==> config.mk <==
export PLATFORM = sky130hd
export DESIGN_NAME = multer_arbiter_flat
export DESIGN_NICKNAME = d
export VERILOG_FILES = /design/src/rtl/multer_arbiter_pkg.sv /design/src/rtl/multer_arbiter_if.sv /design/src/rtl/multer_arbiter_rr_pick.sv /design/src/rtl/multer_arbiter.sv /design/src/flat_wrapper.sv
export SDC_FILE = /design/constraint.sdc
export NUM_CORES = 1
export LEC_CHECK = 0
export CAP_MARGIN = 20
export CORE_AREA = 2 2 130 100
export DETAILED_ROUTE_END_ITERATION = 10
export DIE_AREA = 0 0 132 102
export PLACE_DENSITY = 0.55
export SLEW_MARGIN = 20
export SYNTH_ARGS = -nofsm -noshare
export SYNTH_HDL_FRONTEND = slang
export SYNTH_HIERARCHICAL = 1
export SYNTH_SLANG_ARGS = --single-unit
==> constraint.sdc <==
create_clock -name clk_i -period 5.6 [get_ports clk_i]
set_input_delay 0.84 -clock clk_i [delete_from_list [all_inputs] [get_ports clk_i]]
set_output_delay 0.84 -clock clk_i [all_outputs]
set_load 0.005 [all_outputs]
==> src/rtl/multer_arbiter_pkg.sv <==
// Shared definitions for the multer arbiter: FSM state encoding and width helpers.
package multer_arbiter_pkg;

  typedef enum logic [1:0] {
    ST_IDLE  = 2'd0,
    ST_ISSUE = 2'd1,
    ST_ACK   = 2'd2,
    ST_WAIT  = 2'd3
  } state_e;

  localparam int DEF_N = 2;
  localparam int DEF_W = 8;

  function automatic int prod_width(input int w);
    return 2 * w;
  endfunction

  function automatic int idx_width(input int n);
    return (n > 1) ? $clog2(n) : 1;
  endfunction

endpackage

==> src/rtl/multer_arbiter_if.sv <==
// Bundle of requester-side and multer-side signals around the shared multiplier arbiter.
interface multer_arbiter_if #(
  parameter int N = 2,
  parameter int W = 8
);
  import multer_arbiter_pkg::*;

  localparam int YW = prod_width(W);

  logic [N-1:0]   start_i;
  logic [N*W-1:0] a_bi;
  logic [N*W-1:0] b_bi;
  logic [N-1:0]   busy_o;
  logic [N-1:0]   done_o;
  logic [YW-1:0]  y_bo;
  logic [W-1:0]   mul_a_bo;
  logic [W-1:0]   mul_b_bo;
  logic           mul_start_o;
  logic           mul_busy_i;
  logic [YW-1:0]  mul_y_bi;

  modport slave (
    input  start_i, a_bi, b_bi, mul_busy_i, mul_y_bi,
    output busy_o, done_o, y_bo, mul_a_bo, mul_b_bo, mul_start_o
  );

  modport master (
    output start_i, a_bi, b_bi, mul_busy_i, mul_y_bi,
    input  busy_o, done_o, y_bo, mul_a_bo, mul_b_bo, mul_start_o
  );

endinterface

==> src/rtl/multer_arbiter_rr_pick.sv <==
// Combinational round-robin priority encoder: first pending bit strictly after the pointer, wrapping.
module multer_arbiter_rr_pick #(
  parameter int N  = 2,
  parameter int IW = 1
) (
  input  logic [N-1:0]  pending_i,
  input  logic [IW-1:0] ptr_i,
  output logic          any_o,
  output logic [IW-1:0] grant_o
);

  logic [IW-1:0] idx;

  // Scan from the farthest candidate down so the nearest one after the pointer wins.
  always_comb begin
    any_o   = 1'b0;
    grant_o = '0;
    idx     = '0;
    for (int k = N; k >= 1; k--) begin
      idx = IW'((int'(ptr_i) + k) % N);
      if (pending_i[idx]) begin
        any_o   = 1'b1;
        grant_o = idx;
      end
    end
  end

endmodule

==> src/rtl/multer_arbiter.sv <==
// Shares one 8x8 multiplier between N requesters; each port sees a private start/busy/done multiplier.
module multer_arbiter
  import multer_arbiter_pkg::*;
#(
  parameter int N = DEF_N,
  parameter int W = DEF_W
) (
  input  logic clk_i,
  input  logic rst_i,
  multer_arbiter_if.slave bus
);

  localparam int IW = idx_width(N);
  localparam int YW = prod_width(W);

  state_e         state_q, state_d;
  logic [N-1:0]   pending_q, pending_d;
  logic [IW-1:0]  grant_q, grant_d;
  logic [IW-1:0]  ptr_q, ptr_d;
  logic [N*W-1:0] opa_q, opa_d;
  logic [N*W-1:0] opb_q, opb_d;
  logic [W-1:0]   mul_a_q, mul_a_d;
  logic [W-1:0]   mul_b_q, mul_b_d;
  logic [YW-1:0]  y_q, y_d;
  logic [N-1:0]   done_q, done_d;

  logic [N-1:0]   busy;
  logic [N-1:0]   capture;
  logic           pick_any;
  logic [IW-1:0]  pick_grant;

  multer_arbiter_rr_pick #(
    .N  (N),
    .IW (IW)
  ) u_rr_pick (
    .pending_i (pending_q),
    .ptr_i     (ptr_q),
    .any_o     (pick_any),
    .grant_o   (pick_grant)
  );

  // A granted port stays busy until its done cycle, even though its pending bit is already clear.
  always_comb begin
    busy = '0;
    for (int i = 0; i < N; i++) begin
      busy[i] = pending_q[i] | ((state_q != ST_IDLE) && (grant_q == IW'(i)));
    end
    capture = bus.start_i & ~busy;
  end

  always_comb begin
    state_d   = state_q;
    pending_d = pending_q;
    grant_d   = grant_q;
    ptr_d     = ptr_q;
    opa_d     = opa_q;
    opb_d     = opb_q;
    mul_a_d   = mul_a_q;
    mul_b_d   = mul_b_q;
    y_d       = y_q;
    done_d    = '0;

    case (state_q)
      ST_IDLE: begin
        if (pick_any) begin
          grant_d               = pick_grant;
          pending_d[pick_grant] = 1'b0;
          mul_a_d               = opa_q[int'(pick_grant)*W +: W];
          mul_b_d               = opb_q[int'(pick_grant)*W +: W];
          state_d               = ST_ISSUE;
        end
      end
      ST_ISSUE: state_d = ST_ACK;
      // The multer only raises busy after seeing start, so busy is not trusted until WAIT.
      ST_ACK:   state_d = ST_WAIT;
      ST_WAIT: begin
        if (!bus.mul_busy_i) begin
          y_d             = bus.mul_y_bi;
          done_d[grant_q] = 1'b1;
          ptr_d           = grant_q;
          state_d         = ST_IDLE;
        end
      end
      default: state_d = ST_IDLE;
    endcase

    for (int i = 0; i < N; i++) begin
      if (capture[i]) begin
        pending_d[i]      = 1'b1;
        opa_d[i*W +: W]   = bus.a_bi[i*W +: W];
        opb_d[i*W +: W]   = bus.b_bi[i*W +: W];
      end
    end
  end

  always_ff @(posedge clk_i or negedge rst_i) begin
    if (!rst_i) begin
      state_q   <= ST_IDLE;
      pending_q <= '0;
      grant_q   <= '0;
      ptr_q     <= IW'(N - 1);
      opa_q     <= '0;
      opb_q     <= '0;
      mul_a_q   <= '0;
      mul_b_q   <= '0;
      y_q       <= '0;
      done_q    <= '0;
    end else begin
      state_q   <= state_d;
      pending_q <= pending_d;
      grant_q   <= grant_d;
      ptr_q     <= ptr_d;
      opa_q     <= opa_d;
      opb_q     <= opb_d;
      mul_a_q   <= mul_a_d;
      mul_b_q   <= mul_b_d;
      y_q       <= y_d;
      done_q    <= done_d;
    end
  end

  assign bus.busy_o      = busy;
  assign bus.done_o      = done_q;
  assign bus.y_bo        = y_q;
  assign bus.mul_a_bo    = mul_a_q;
  assign bus.mul_b_bo    = mul_b_q;
  assign bus.mul_start_o = (state_q == ST_ISSUE);

endmodule

==> src/flat_wrapper.sv <==
// flat-port wrapper written by rule: the top's interface ports become plain ports
module multer_arbiter_flat import multer_arbiter_pkg::*;
#(
  parameter int N = DEF_N,
  parameter int W = DEF_W
)
  (clk_i, rst_i, bus_start_i, bus_a_bi, bus_b_bi, bus_mul_busy_i, bus_mul_y_bi, bus_busy_o, bus_done_o, bus_y_bo, bus_mul_a_bo, bus_mul_b_bo, bus_mul_start_o);
  multer_arbiter_if #(.N(N), .W(W)) bus_i ();
  input  logic clk_i;
  input  logic rst_i;
  input wire logic [$bits(bus_i.start_i)-1:0] bus_start_i;
  input wire logic [$bits(bus_i.a_bi)-1:0] bus_a_bi;
  input wire logic [$bits(bus_i.b_bi)-1:0] bus_b_bi;
  input wire logic [$bits(bus_i.mul_busy_i)-1:0] bus_mul_busy_i;
  input wire logic [$bits(bus_i.mul_y_bi)-1:0] bus_mul_y_bi;
  output wire logic [$bits(bus_i.busy_o)-1:0] bus_busy_o;
  output wire logic [$bits(bus_i.done_o)-1:0] bus_done_o;
  output wire logic [$bits(bus_i.y_bo)-1:0] bus_y_bo;
  output wire logic [$bits(bus_i.mul_a_bo)-1:0] bus_mul_a_bo;
  output wire logic [$bits(bus_i.mul_b_bo)-1:0] bus_mul_b_bo;
  output wire logic [$bits(bus_i.mul_start_o)-1:0] bus_mul_start_o;
  assign bus_i.start_i = bus_start_i;
  assign bus_i.a_bi = bus_a_bi;
  assign bus_i.b_bi = bus_b_bi;
  assign bus_i.mul_busy_i = bus_mul_busy_i;
  assign bus_i.mul_y_bi = bus_mul_y_bi;
  assign bus_busy_o = bus_i.busy_o;
  assign bus_done_o = bus_i.done_o;
  assign bus_y_bo = bus_i.y_bo;
  assign bus_mul_a_bo = bus_i.mul_a_bo;
  assign bus_mul_b_bo = bus_i.mul_b_bo;
  assign bus_mul_start_o = bus_i.mul_start_o;
  multer_arbiter #(.N(N), .W(W)) u_core (.clk_i(clk_i), .rst_i(rst_i), .bus(bus_i));
endmodule
**Word level (Yosys, flattened, before mapping)**

Index checks and enable logic that the tools add are counted.

- $add $sub $neg: 2
- Multipliers: 0
- Div/mod/pow operators: 0
- Order comparisons: 6
- Eq/ne operators: 5
- Shift-type cells: 2
- Multiplexer cells: 21
- Bitwise operators: 8
- Reduce and logical (&&, ||, !) cells: 15

Operator list:

| cell | count |
|---|---|
| $shiftx A16 B5 Y8 | 2 |
| $mux W1 | 12 |
| $mux W2 | 6 |
| $reduce_and A2 Y1 | 5 |
| $reduce_bool A2 Y1 | 5 |
| $lt A1 B2 Y1 const B | 4 |
| $pmux W2 S4 | 1 |
| $and A2 B2 Y2 | 2 |
| $eq A2 B2 Y1 const B | 2 |
| $logic_and A1 B1 Y1 | 4 |
| $not A2 Y2 | 2 |
| $add A1 B1 Y1 const B | 2 |
| $demux W1 S1 | 2 |
| $eq A2 B1 Y1 const B | 1 |
| $ge A1 B1 Y1 const B | 2 |
| $logic_not A2 Y1 | 1 |
| $ne A2 B1 Y1 const B | 1 |
| $ne A2 B2 Y1 const B | 1 |
| $not A1 Y1 | 2 |
| $or A1 B1 Y1 | 2 |

- Register bits: 72
- Latch bits: 0
- Memory bits (writable): 0
- Bits in read-only memories: 0
- Bits of input ports: 53
- Logic and storage cells: 72
- Memories: 0

**Depth between registers and ports, before layout**

Gate-level depths: netlist of run 1.

- Word-level depth: 14
- Mapped depth: 7
- Mapped depth without buffers: 5

**Hierarchy**

The synthesis of run 1 kept the hierarchy.

By module, submodules not included:

| module | instances | cells each | area an instance (um2) |
|---|---|---|---|
| multer_arbiter | 1 | 208 | 2990.4 |
| multer_arbiter_rr_pick | 1 | 2 | 13.8 |

**Least setup slack after synthesis of run 1**

Ideal clock, no wire load.

- Path kind: input port to flip-flop
- Start point: input bus_start_i[1]
- End point: register u_core.opa_q[10]
- Setup time: 0.125 ns
- Arrival time: 1.749 ns
- Required time: 5.475 ns
- Path slack: 3.726 ns
- Stages: 4
- Buffers on the path: 1
- Cells stage by stage: inv_1 -> a211oi_4 -> buf_4 -> mux2_2

- Word-level cells in the longest chain between the ends: 1

RTL lines:

| item | line | text |
|---|---|---|
| start, declared | flat_wrapper.sv:11 | `input wire logic [$bits(bus_i.start_i)-1:0] bus_start_i;` |
| $and A2 B2 Y2 | multer_arbiter.sv:48 | `capture = bus.start_i & ~busy;` |
| end signal, assigned | multer_arbiter.sv:113 | `opa_q <= opa_d;` |
| end, declared | multer_arbiter.sv:20 | `logic [N*W-1:0] opa_q, opa_d;` |

No other way between the ends.
A chain may end at the register's enable or synchronous reset.

**Final worst setup path of run 1**

- Start point: register u_core.state_q[0]
- End point: output bus_busy_o[1]

- Word-level cells in the longest chain between the ends: 3

RTL lines:

| item | line | text |
|---|---|---|
| start, declared | multer_arbiter.sv:16 | `state_e state_q, state_d;` |
| start signal, assigned | multer_arbiter.sv:109 | `state_q <= state_d;` |
| $reduce_bool A2 Y1 | multer_arbiter.sv:46 | `busy[i] = pending_q[i] \| ((state_q != ST_IDLE) && (grant_q == IW'(i)));` |
| $logic_and A1 B1 Y1 | multer_arbiter.sv:46 |  |
| $or A1 B1 Y1 | multer_arbiter.sv:46 |  |
| end, declared | flat_wrapper.sv:16 | `output wire logic [$bits(bus_i.busy_o)-1:0] bus_busy_o;` |

No other way between the ends.

==> results of run 1 <==
[final cells by class]
type                            instances  area, µm²
Fill cell                            1197       7780
Sequential cell                        72       1800
Multi-Input combinational cell        121       1120
Timing Repair Buffer                   90        896
Clock buffer                           13        260
Tap cell                              166        208
Clock inverter                          3       40.0
Inverter                                6       22.5
[power groups by stage]
stage	combinational (mW)	sequential [mW]	clock (mW)
floorplan	0.603	0.929	0
global placement	1.01	0.939	0
detailed placement	1.03	0.949	0
CTS	1.03	0.943	0.601
global route	1.10	0.976	0.623
finish	1.01	0.939	0.575
[synthesized netlist by cell type (all sizes together) (2+ instances only)]
cell type / count
mux2i: 17
or2: 2
clkbuf: 4
buf: 7
inv: 6
and2: 2
ha: 5
mux2: 51
dfrtp: 71
nor2: 17
a21oi: 16
a21o: 2
[registers in the layout, indices dropped and copies added, names as in the netlist]
signal	count
u_core/bus.mul_b_bo	8
u_core/bus.mul_a_bo	8
u_core/opb_q	16
u_core/pending_q	2
u_core/bus.done_o	2
u_core/ptr_q	1
u_core/bus.y_bo	16
u_core/grant_q	1
u_core/opa_q	16
u_core/state_q	2
[final timing paths]
| check | from | end | slack, ns | cells after the start |
|---|---|---|---|---|
| setup / recovery | u_core/state_q[0] | bus_busy_o[1] | 2.91 | 5 |
| setup reg to reg | u_core/state_q[0] | u_core/opa_q[9] | 3.31 | 5 |
| min in group asynchronous | rst_i | u_core/bus.mul_b_bo[2] | 0.66 | 1 |
| hold / removal | u_core/opb_q[2] | u_core/opb_q[2] | 0.50 | 1 |
| max in group asynchronous | rst_i | u_core/bus.mul_a_bo[4] | 4.36 | 1 |
| hold reg to reg | u_core/opb_q[2] | u_core/opb_q[2] | 0.50 | 1 |
[kinds of logic (layout without fill, tap and decap cells)]
kind of cell    after synthesis  count (layout)  share of synthesized area (%)
compound gates               23              23                           5.00
fa+ha+maj                     5               5                           2.08
buf+inv                      17             112                           3.21
flops                        72              72                           60.0
mux                          68              68                           25.9
simple gates                 25              25                           3.79
[metal layers]
layer	GRT usage, %	vias up	wire length, µm
li1	-	903	-
met1	13.3	929	3210
met2	15.5	56	2780
met3	4.41	11	412
met4	4.52	0	114
met5	0	-	0
[stage by stage]
step	cell area [µm²]	utilization, %
2_1_floorplan	3000	-
3_3_place_gp	4050	33.4
3_5_place_dp	4050	33.4
4_1_cts	4350	35.8
5_1_grt	4350	35.8
6_report	4350	35.8
==> impl_metrics.py, run 1 <==
metrics = {
    "setup_path": {
        "crit_path_frequent_cell": "inv_1",
        "critPathMaxStageDelay_ns": 0.44,
        "crit_type": "reg -> out",
        "cp_data_arrival_time_ns": 1.85,
        "endpoint_kind": "output port",
        "crit_buf_inv": 3,
        "required_ns": 4.76,
        "slowest_stage": "clkdlybuf4s50_1",
        "crit_fanout": 4,
        "critPathLaunchType": "flip-flop",
        "worstPathCellList": "inv_1 -> ha_1 -> inv_1 -> a21o_2 -> clkdlybuf4s50_1",
        "crit_family": "buffers and inverters",
    },
    "floorplan": {
        "ios": 90,
        "dieArea_um2": 13500,
        "core-area_um2": 12100,
        "die_h_um": 102,
        "rows": 35,
        "die_w_um": 132,
        "start_util_pct": 24.8,
    },
    "place": {
        "io_buffers": 89,
        "dp_cells": 455,
        "dp_worst_setup_slack_ns": 2.85,
        "dp_hpwl_um": 4330,
        "routabilityCongestion": 0.655,
    },
    "detailed_routing": {
        "first_pass_iters": 4,
        "via_count": 1899,
        "viasPerCell": 4.03,
        "drtAntennaViolNets": 0,
        "first_iter_violations": 59,
        "wl_per_cell_um": 13.8,
        "drc": 0,
        "wirelength_um": 6520,
    },
    "clock_tree": {
        "post_cts_buffers": 0,
        "clock-sinks": 72,
        "htreeDepth": 3,
        "cts_buffers": 9,
        "cts_resized": 0,
        "clk_latency_ns": 0.33,
        "cts.clk_slew.worst_paths_ns": 0.05,
        "cts-root-buf": "clkbuf_16",
        "ctsHoldBuffers": 0,
        "cts_tree": "built",
        "cts_max_path_buffers": 2,
    },
    "timing": {
        "whs_ns": 0.502,
        "min_period_over_period_pct": 48.0,
        "rsz0062_at_grt": "false",
        "tightestPinTransition_ns": 1.04,
        "setup-tns-final_ns": 0,
        "report.final.slew_viol_count": 0,
        "fmax_mhz": 372,
        "slew-limit-headroom_pct": 30.5,
        "setup_viol": 0,
        "finalCriticalPeriod_ns": 2.69,
        "fin_ws_ns": 2.91,
        "skew_ns": 0.00331,
        "hold_viol": 0,
    },
    "outcome": {
        "outcome": "completed",
    },
    "pwr": {
        "power.density_nw_per_um2": 580,
        "pwr-share-comb_pct": 39.9,
        "ir_drop_mv": 0.159,
        "power_frac_seq_pct": 37.3,
        "p_leak_nw": 1.86,
        "p_int_mw": 1.78,
        "p_sw_share_pct": 29.2,
        "switchingPower_mw": 0.737,
        "p_total_mw": 2.52,
        "power_frac_clock_pct": 22.8,
    },
    "synth": {
        "yosysWarningCount": 6,
        "synthTopCellsByArea": "dfrtp_1 (59%), mux2_2 (16%), mux2i_1 (5.7%)",
        "synthFlopType": "dfrtp_1",
        "synth_edf_count": 0,
        "syn_inst": 210,
        "ys_ff_latch": 72,
        "netlist_area_um2": 3000,
        "synth_nets": 268,
        "yosysUniqueCellTypes": 28,
        "yosys.area.top_type": "dfrtp_1",
        "syn_avg_cell_area_um2": 14.3,
        "synth_top_area_share_pct": 59.1,
        "ys_seq_area_share_pct": 60.0,
        "async_reset_ff_share_pct": 100,
    },
    "finish": {
        "final_cell_mix": "clkdlybuf4s50_1 (88), dfrtp_1 (71), mux2_2 (42), mux2i_1 (17), nor2_1 (17)",
        "syn_to_final_growth_pct": 44.7,
        "final_common_cell": "clkdlybuf4s50_1",
        "nNetsFinal": 358,
        "final_cell_count_no_fill": 471,
        "insertedDiodeCount": 0,
        "drive_gt1_share_pct": 24.6,
    },
    "flow_run": {
        "drv_cap": 0,
    },
    "global_routing": {
        "grt_max_degree": 73,
        "antenna_found_initial": 0,
        "grt_pass1_vias": 2064,
        "grt_usage_pct": 10.4,
        "grt_overflow_total": 0,
        "grt_pass1_wl_um": 10600,
    },
    "hold_path": {
        "min_path_type": "reg -> reg",
    },
}
Power figures use the tool's default switching activity.
==> inputs of run 2 (changes only) <==
==> constraint.sdc (replaced) <==
create_clock -name clk_i -period 2.7 [get_ports clk_i]
set_input_delay 0.405 -clock clk_i [delete_from_list [all_inputs] [get_ports clk_i]]
set_output_delay 0.405 -clock clk_i [all_outputs]
set_load 0.005 [all_outputs]
==> run 2 against run 1 <==
Net effect: wire length shrank 2.3%; flip-flop and latch count unchanged; clock skew grew 0.00092 ns; total power is 110% higher; setup slack got worse by 2.4 ns; largest cell class unchanged.
==> impl_metrics.py, run 2 (same netlist as run 1, synthesis figures left out) <==
metrics = {
    "finish": {
        "fillerInstances": 1185,
        "final_cell_mix": "clkdlybuf4s50_1 (88), dfrtp_1 (71), mux2_2 (42), mux2i_1 (17), nor2_1 (17)",
        "insertedDiodeCount": 0,
        "drive_gt1_share_pct": 26.2,
        "nNetsFinal": 362,
        "fin_area_um2": 4380,
        "syn_to_final_growth_pct": 45.9,
        "post-route-util_pct": 36.1,
        "final_common_cell": "clkdlybuf4s50_1",
        "final_cell_count_no_fill": 475,
    },
    "clock_tree": {
        "cts_resized": 0,
        "clock-sinks": 72,
        "clk_latency_ns": 0.33,
        "cts_buffers": 9,
        "cts-root-buf": "clkbuf_16",
        "cts.clk_slew.worst_paths_ns": 0.05,
        "cts_tree": "built",
        "post_cts_buffers": 0,
        "htreeDepth": 3,
        "ctsHoldBuffers": 0,
        "cts_max_path_buffers": 2,
    },
    "global_routing": {
        "grt_max_degree": 73,
        "grt_pass1_wl_um": 10400,
        "antenna_found_initial": 0,
        "grt_usage_pct": 10.3,
        "grt_overflow_total": 0,
        "grt_pass1_vias": 1994,
    },
    "timing": {
        "finalCriticalPeriod_ns": 2.21,
        "whs_ns": 0.213,
        "slew-limit-headroom_pct": 29.6,
        "tightestPinTransition_ns": 1.06,
        "min_period_over_period_pct": 82.0,
        "fmax_mhz": 452,
        "setup_viol": 0,
        "setup-tns-final_ns": 0,
        "fin_ws_ns": 0.486,
        "report.final.slew_viol_count": 0,
        "rsz0062_at_grt": "false",
        "hold_viol": 0,
        "skew_ns": 0.00423,
    },
    "place": {
        "io_buffers": 89,
        "dp_cells": 459,
        "dpl_cell_area_um2": 4080,
        "routabilityCongestion": 0.687,
        "dp_hpwl_um": 4260,
        "dp_worst_setup_slack_ns": 0.465,
    },
    "setup_path": {
        "endpoint_kind": "output port",
        "slowest_stage": "clkdlybuf4s50_1",
        "critPathLaunchType": "flip-flop",
        "crit_fanout": 4,
        "critPathMaxStageDelay_ns": 0.44,
        "worstPathCellList": "inv_1 -> ha_1 -> inv_1 -> a21o_2 -> clkdlybuf4s50_1",
        "required_ns": 2.30,
        "crit_path_frequent_cell": "inv_1",
        "crit_type": "reg -> out",
        "cp_data_arrival_time_ns": 1.81,
    },
    "pwr": {
        "ir_drop_mv": 0.390,
        "p_leak_nw": 1.89,
        "p_total_mw": 5.23,
        "power.density_nw_per_um2": 1190,
    },
    "floorplan": {
        "ios": 90,
        "rows": 35,
        "die_h_um": 102,
        "die_w_um": 132,
        "dieArea_um2": 13500,
        "start_util_pct": 24.8,
        "core-area_um2": 12100,
    },
    "outcome": {
        "outcome": "completed",
    },
    "detailed_routing": {
        "first_iter_violations": 55,
        "first_pass_iters": 3,
        "drtAntennaViolNets": 0,
        "viasPerCell": 3.97,
        "drc": 0,
        "wirelength_um": 6370,
        "via_count": 1884,
        "wl_per_cell_um": 13.4,
    },
    "hold_path": {
        "min_path_type": "in -> async",
    },
    "flow_run": {
        "drv_cap": 0,
    },
}
run 2: changes by cell type in the layout (fill, tap and decap cells not counted), sizes merged:
| cell | delta |
|---|---|
| buf | +4 |
| bufinv | -1 |
| clkbuf | +1 |
run 2: metal layers:
| metal | track usage, % | routed length [µm] |
|---|---|---|
| met5 | 0 | 0 |
| met4 | 4.01 | 95 |
| met3 | 4.22 | 381 |
| met2 | 14.9 | 2680 |
| met1 | 13.7 | 3220 |
run 2: critical path, delay by kind of cell, from the launching register on:
kind                       cells  cell delay (ns)
adders and majority gates      1             0.20
DFF                            1             0.41
buffers and inverters          3             0.66
AOI/OAI and AO/OA              1             0.22
run 2: layout make-up:
type | count | area, µm² | share of cell area (%)
inverters | 6 | 22.5 | 0.514
multi-input cells | 121 | 1120 | 25.5
repair buffers | 94 | 926 | 21.1
flip-flops and latches | 72 | 1800 | 41.1
clock inverters | 2 | 10.0 | 0.228
clock buffers | 14 | 294 | 6.71
well taps | 166 | 208 | 4.74
run 2: path summary, 6_finish.rpt:
| check | from | to | slack [ns] | depth (start not counted) |
|---|---|---|---|---|
| hold reg to reg | u_core/bus.y_bo[1] | u_core/bus.y_bo[1] | 0.50 | 1 |
| setup reg to reg | u_core/state_q[1] | u_core/opb_q[2] | 0.51 | 5 |
| hold / removal | rst_i | u_core/bus.y_bo[10] | 0.21 | 1 |
| max in group asynchronous | rst_i | u_core/pending_q[1] | 1.87 | 1 |
| min in group clk_i | u_core/bus.y_bo[1] | u_core/bus.y_bo[1] | 0.50 | 1 |
| setup / recovery | u_core/state_q[1] | bus_busy_o[1] | 0.49 | 5 |
run 2: where the power goes:
group	switching (mW)	total, mW	leakage (nW)	internal [mW]
clock	0.427	1.17	0.155	0.744
sequential	0.305	1.95	0.842	1.64
combinational	0.797	2.12	0.892	1.32
==> inputs of run 3 (changes only) <==
--- a/config.mk
+++ b/config.mk
@@ -9,7 +9,7 @@
 export CORE_AREA = 2 2 130 100
 export DETAILED_ROUTE_END_ITERATION = 10
 export DIE_AREA = 0 0 132 102
-export PLACE_DENSITY = 0.55
+export PLACE_DENSITY = 0.57
 export SLEW_MARGIN = 20
 export SYNTH_ARGS = -nofsm -noshare
 export SYNTH_HDL_FRONTEND = slang
==> constraint.sdc (replaced) <==
create_clock -name clk_i -period 1.9 [get_ports clk_i]
set_input_delay 0.285 -clock clk_i [delete_from_list [all_inputs] [get_ports clk_i]]
set_output_delay 0.285 -clock clk_i [all_outputs]
set_load 0.005 [all_outputs]
==> run 3 against run 2 <==
Net effect: total power increased by 46%; highest routed layer unchanged; sequential share of layout area shrank 1.1 points; register-to-register slack worse by 0.32 ns; sequential power is 43% higher; combinational power is 50% higher; die area unchanged; final cell count is 1.3% higher; utilization grew 0.95 points; hold slack gained 0.23 ns.
==> impl_metrics.py, run 3 (same netlist as run 1, synthesis figures left out) <==
metrics = {
    "setup_path": {
        "required_ns": 1.62,
        "worstPathCellList": "inv_2 -> ha_4 -> inv_1 -> a21o_2 -> dlygate4sd2_1",
        "cp_data_arrival_time_ns": 1.52,
        "slowest_stage": "dfrtp_1",
        "critPathMaxStageDelay_ns": 0.39,
        "critPathLaunchType": "flip-flop",
        "crit_type": "reg -> out",
        "crit_fanout": 4,
        "endpoint_kind": "output port",
    },
    "finish": {
        "final_cell_mix": "clkdlybuf4s50_1 (86), dfrtp_1 (71), mux2_2 (42), mux2i_1 (17), nor2_1 (17)",
        "fin_area_um2": 4500,
        "final_common_cell": "clkdlybuf4s50_1",
        "nNetsFinal": 368,
        "fillerInstances": 1180,
        "insertedDiodeCount": 0,
        "post-route-util_pct": 37.1,
        "drive_gt1_share_pct": 27.9,
        "syn_to_final_growth_pct": 49.7,
    },
    "detailed_routing": {
        "drc": 0,
        "first_pass_iters": 4,
        "wirelength_um": 6650,
        "viasPerCell": 4.04,
        "wl_per_cell_um": 13.8,
        "first_iter_violations": 30,
        "drtAntennaViolNets": 0,
        "via_count": 1943,
    },
    "clock_tree": {
        "cts_max_path_buffers": 2,
        "cts-root-buf": "clkbuf_16",
        "clk_latency_ns": 0.33,
        "clock-sinks": 72,
        "htreeDepth": 3,
        "cts_buffers": 9,
        "cts_tree": "built",
        "cts.clk_slew.worst_paths_ns": 0.05,
    },
    "pwr": {
        "p_leak_nw": 1.92,
        "ir_drop_mv": 0.717,
        "power.density_nw_per_um2": 1700,
    },
    "flow_run": {
        "drv_cap": 0,
    },
    "place": {
        "io_buffers": 89,
        "dp_hpwl_um": 4550,
        "routabilityCongestion": 0.734,
        "dpl_cell_area_um2": 4160,
    },
    "timing": {
        "rsz0062_at_grt": "false",
        "fmax_mhz": 555,
        "setup_viol": 0,
        "skew_ns": 0.00658,
        "finalCriticalPeriod_ns": 1.80,
        "setup-tns-final_ns": 0,
        "hold_viol": 0,
        "report.final.slew_viol_count": 0,
        "whs_ns": 0.447,
        "min_period_over_period_pct": 94.8,
        "tightestPinTransition_ns": 0.449,
        "slew-limit-headroom_pct": 70.1,
    },
    "global_routing": {
        "grt_overflow_total": 0,
        "grt_pass1_wl_um": 10800,
        "grt_pass1_vias": 2101,
        "grt_usage_pct": 10.6,
        "busiest_layer": "met2",
        "grt_util_met1_pct": 13.7,
        "grt_use_met3_pct": 3.87,
        "antenna_found_initial": 0,
        "grt_util_met2_pct": 16.0,
        "grt_max_degree": 42,
    },
    "floorplan": {
        "ios": 90,
        "dieArea_um2": 13500,
        "die_h_um": 102,
        "core-area_um2": 12100,
        "die_w_um": 132,
        "rows": 35,
        "start_util_pct": 24.8,
    },
    "hold_path": {
        "min_path_type": "in -> async",
    },
    "outcome": {
        "outcome": "completed",
    },
}
## run 3: cell count changes in the layout (fill, tap and decap cells not counted)
cell,before,now
buf_12,0,5
bufinv_16,0,1
clkbuf_1,0,1
clkbuf_8,5,1
clkdlybuf4s50_1,88,86
clkinv_4,0,1
clkinvlp_4,0,1
dlygate4sd2_1,0,2
dlygate4sd3_1,0,1
ha_1,5,4
ha_4,0,1
inv_1,6,4
inv_2,0,2
## run 3: worst max-delay path, delay by kind of cell, from the launching register on
kind	cells	cell delay, ns
AO/OA/AOI/OAI	1	0.21
flip-flops	1	0.39
buffers and inverters	3	0.45
adder cells (fa/ha/maj)	1	0.15
## run 3: report_power, final
| part | internal (mW) | switching (mW) | leakage [nW] |
|---|---|---|---|
| combinational | 1.99 | 1.18 | 0.937 |
| clock | 1.05 | 0.621 | 0.145 |
| sequential | 2.34 | 0.450 | 0.842 |
## run 3: timing repair
item,in CTS,in global routing
buffers inserted,3,0
endpoints found under the setup margin,2,0
gates resized for setup,6,0
endpoints found under the hold margin,30,0
hold buffers,1,0
## run 3: path summary, 6_finish.rpt
path                                      from                     end  slack [ns]  cells past startpoint
setup / recovery             u_core/state_q[0]           bus_busy_o[1]         0.1                      5
max in group asynchronous                rst_i  u_core/bus.mul_b_bo[2]        0.87                      3
hold / removal                           rst_i     u_core/bus.y_bo[13]        0.45                      2
setup reg to reg             u_core/state_q[0]        u_core/opa_q[10]        0.19                      6
hold reg to reg            u_core/bus.y_bo[13]     u_core/bus.y_bo[13]        0.50                      1
min in group clk_i         u_core/bus.y_bo[13]     u_core/bus.y_bo[13]        0.50                      1
## run 3: layout make-up
cell class	instances	area, µm²	area share [%]
Sequential cell	72	1800	40.1
Multi-Input combinational cell	121	1130	25.2
Timing Repair Buffer	100	1030	23.0
Clock buffer	11	243	5.40
Tap cell	166	208	4.62
Clock inverter	5	56.3	1.25
Inverter	6	22.5	0.501
## run 3: metrics by stage
stage                     power, mW  cells  worst slack [ns]
final                          7.63    481            0.0988
after detailed placement       6.00    461            0.0682
after floorplan                4.52    210            0.0733
after global routing           8.18    481            0.0119
after global placement         5.90    461             0.177
after CTS                      7.77    481            0.0872
## run 3: metal layers
metal,wire (µm),up-vias,share of wire (%)
met1,3210,958,48
met3,372,9,5.6
li1,-,921,-
met4,120,0,1.8
met5,0,-,0
met2,2950,55,44
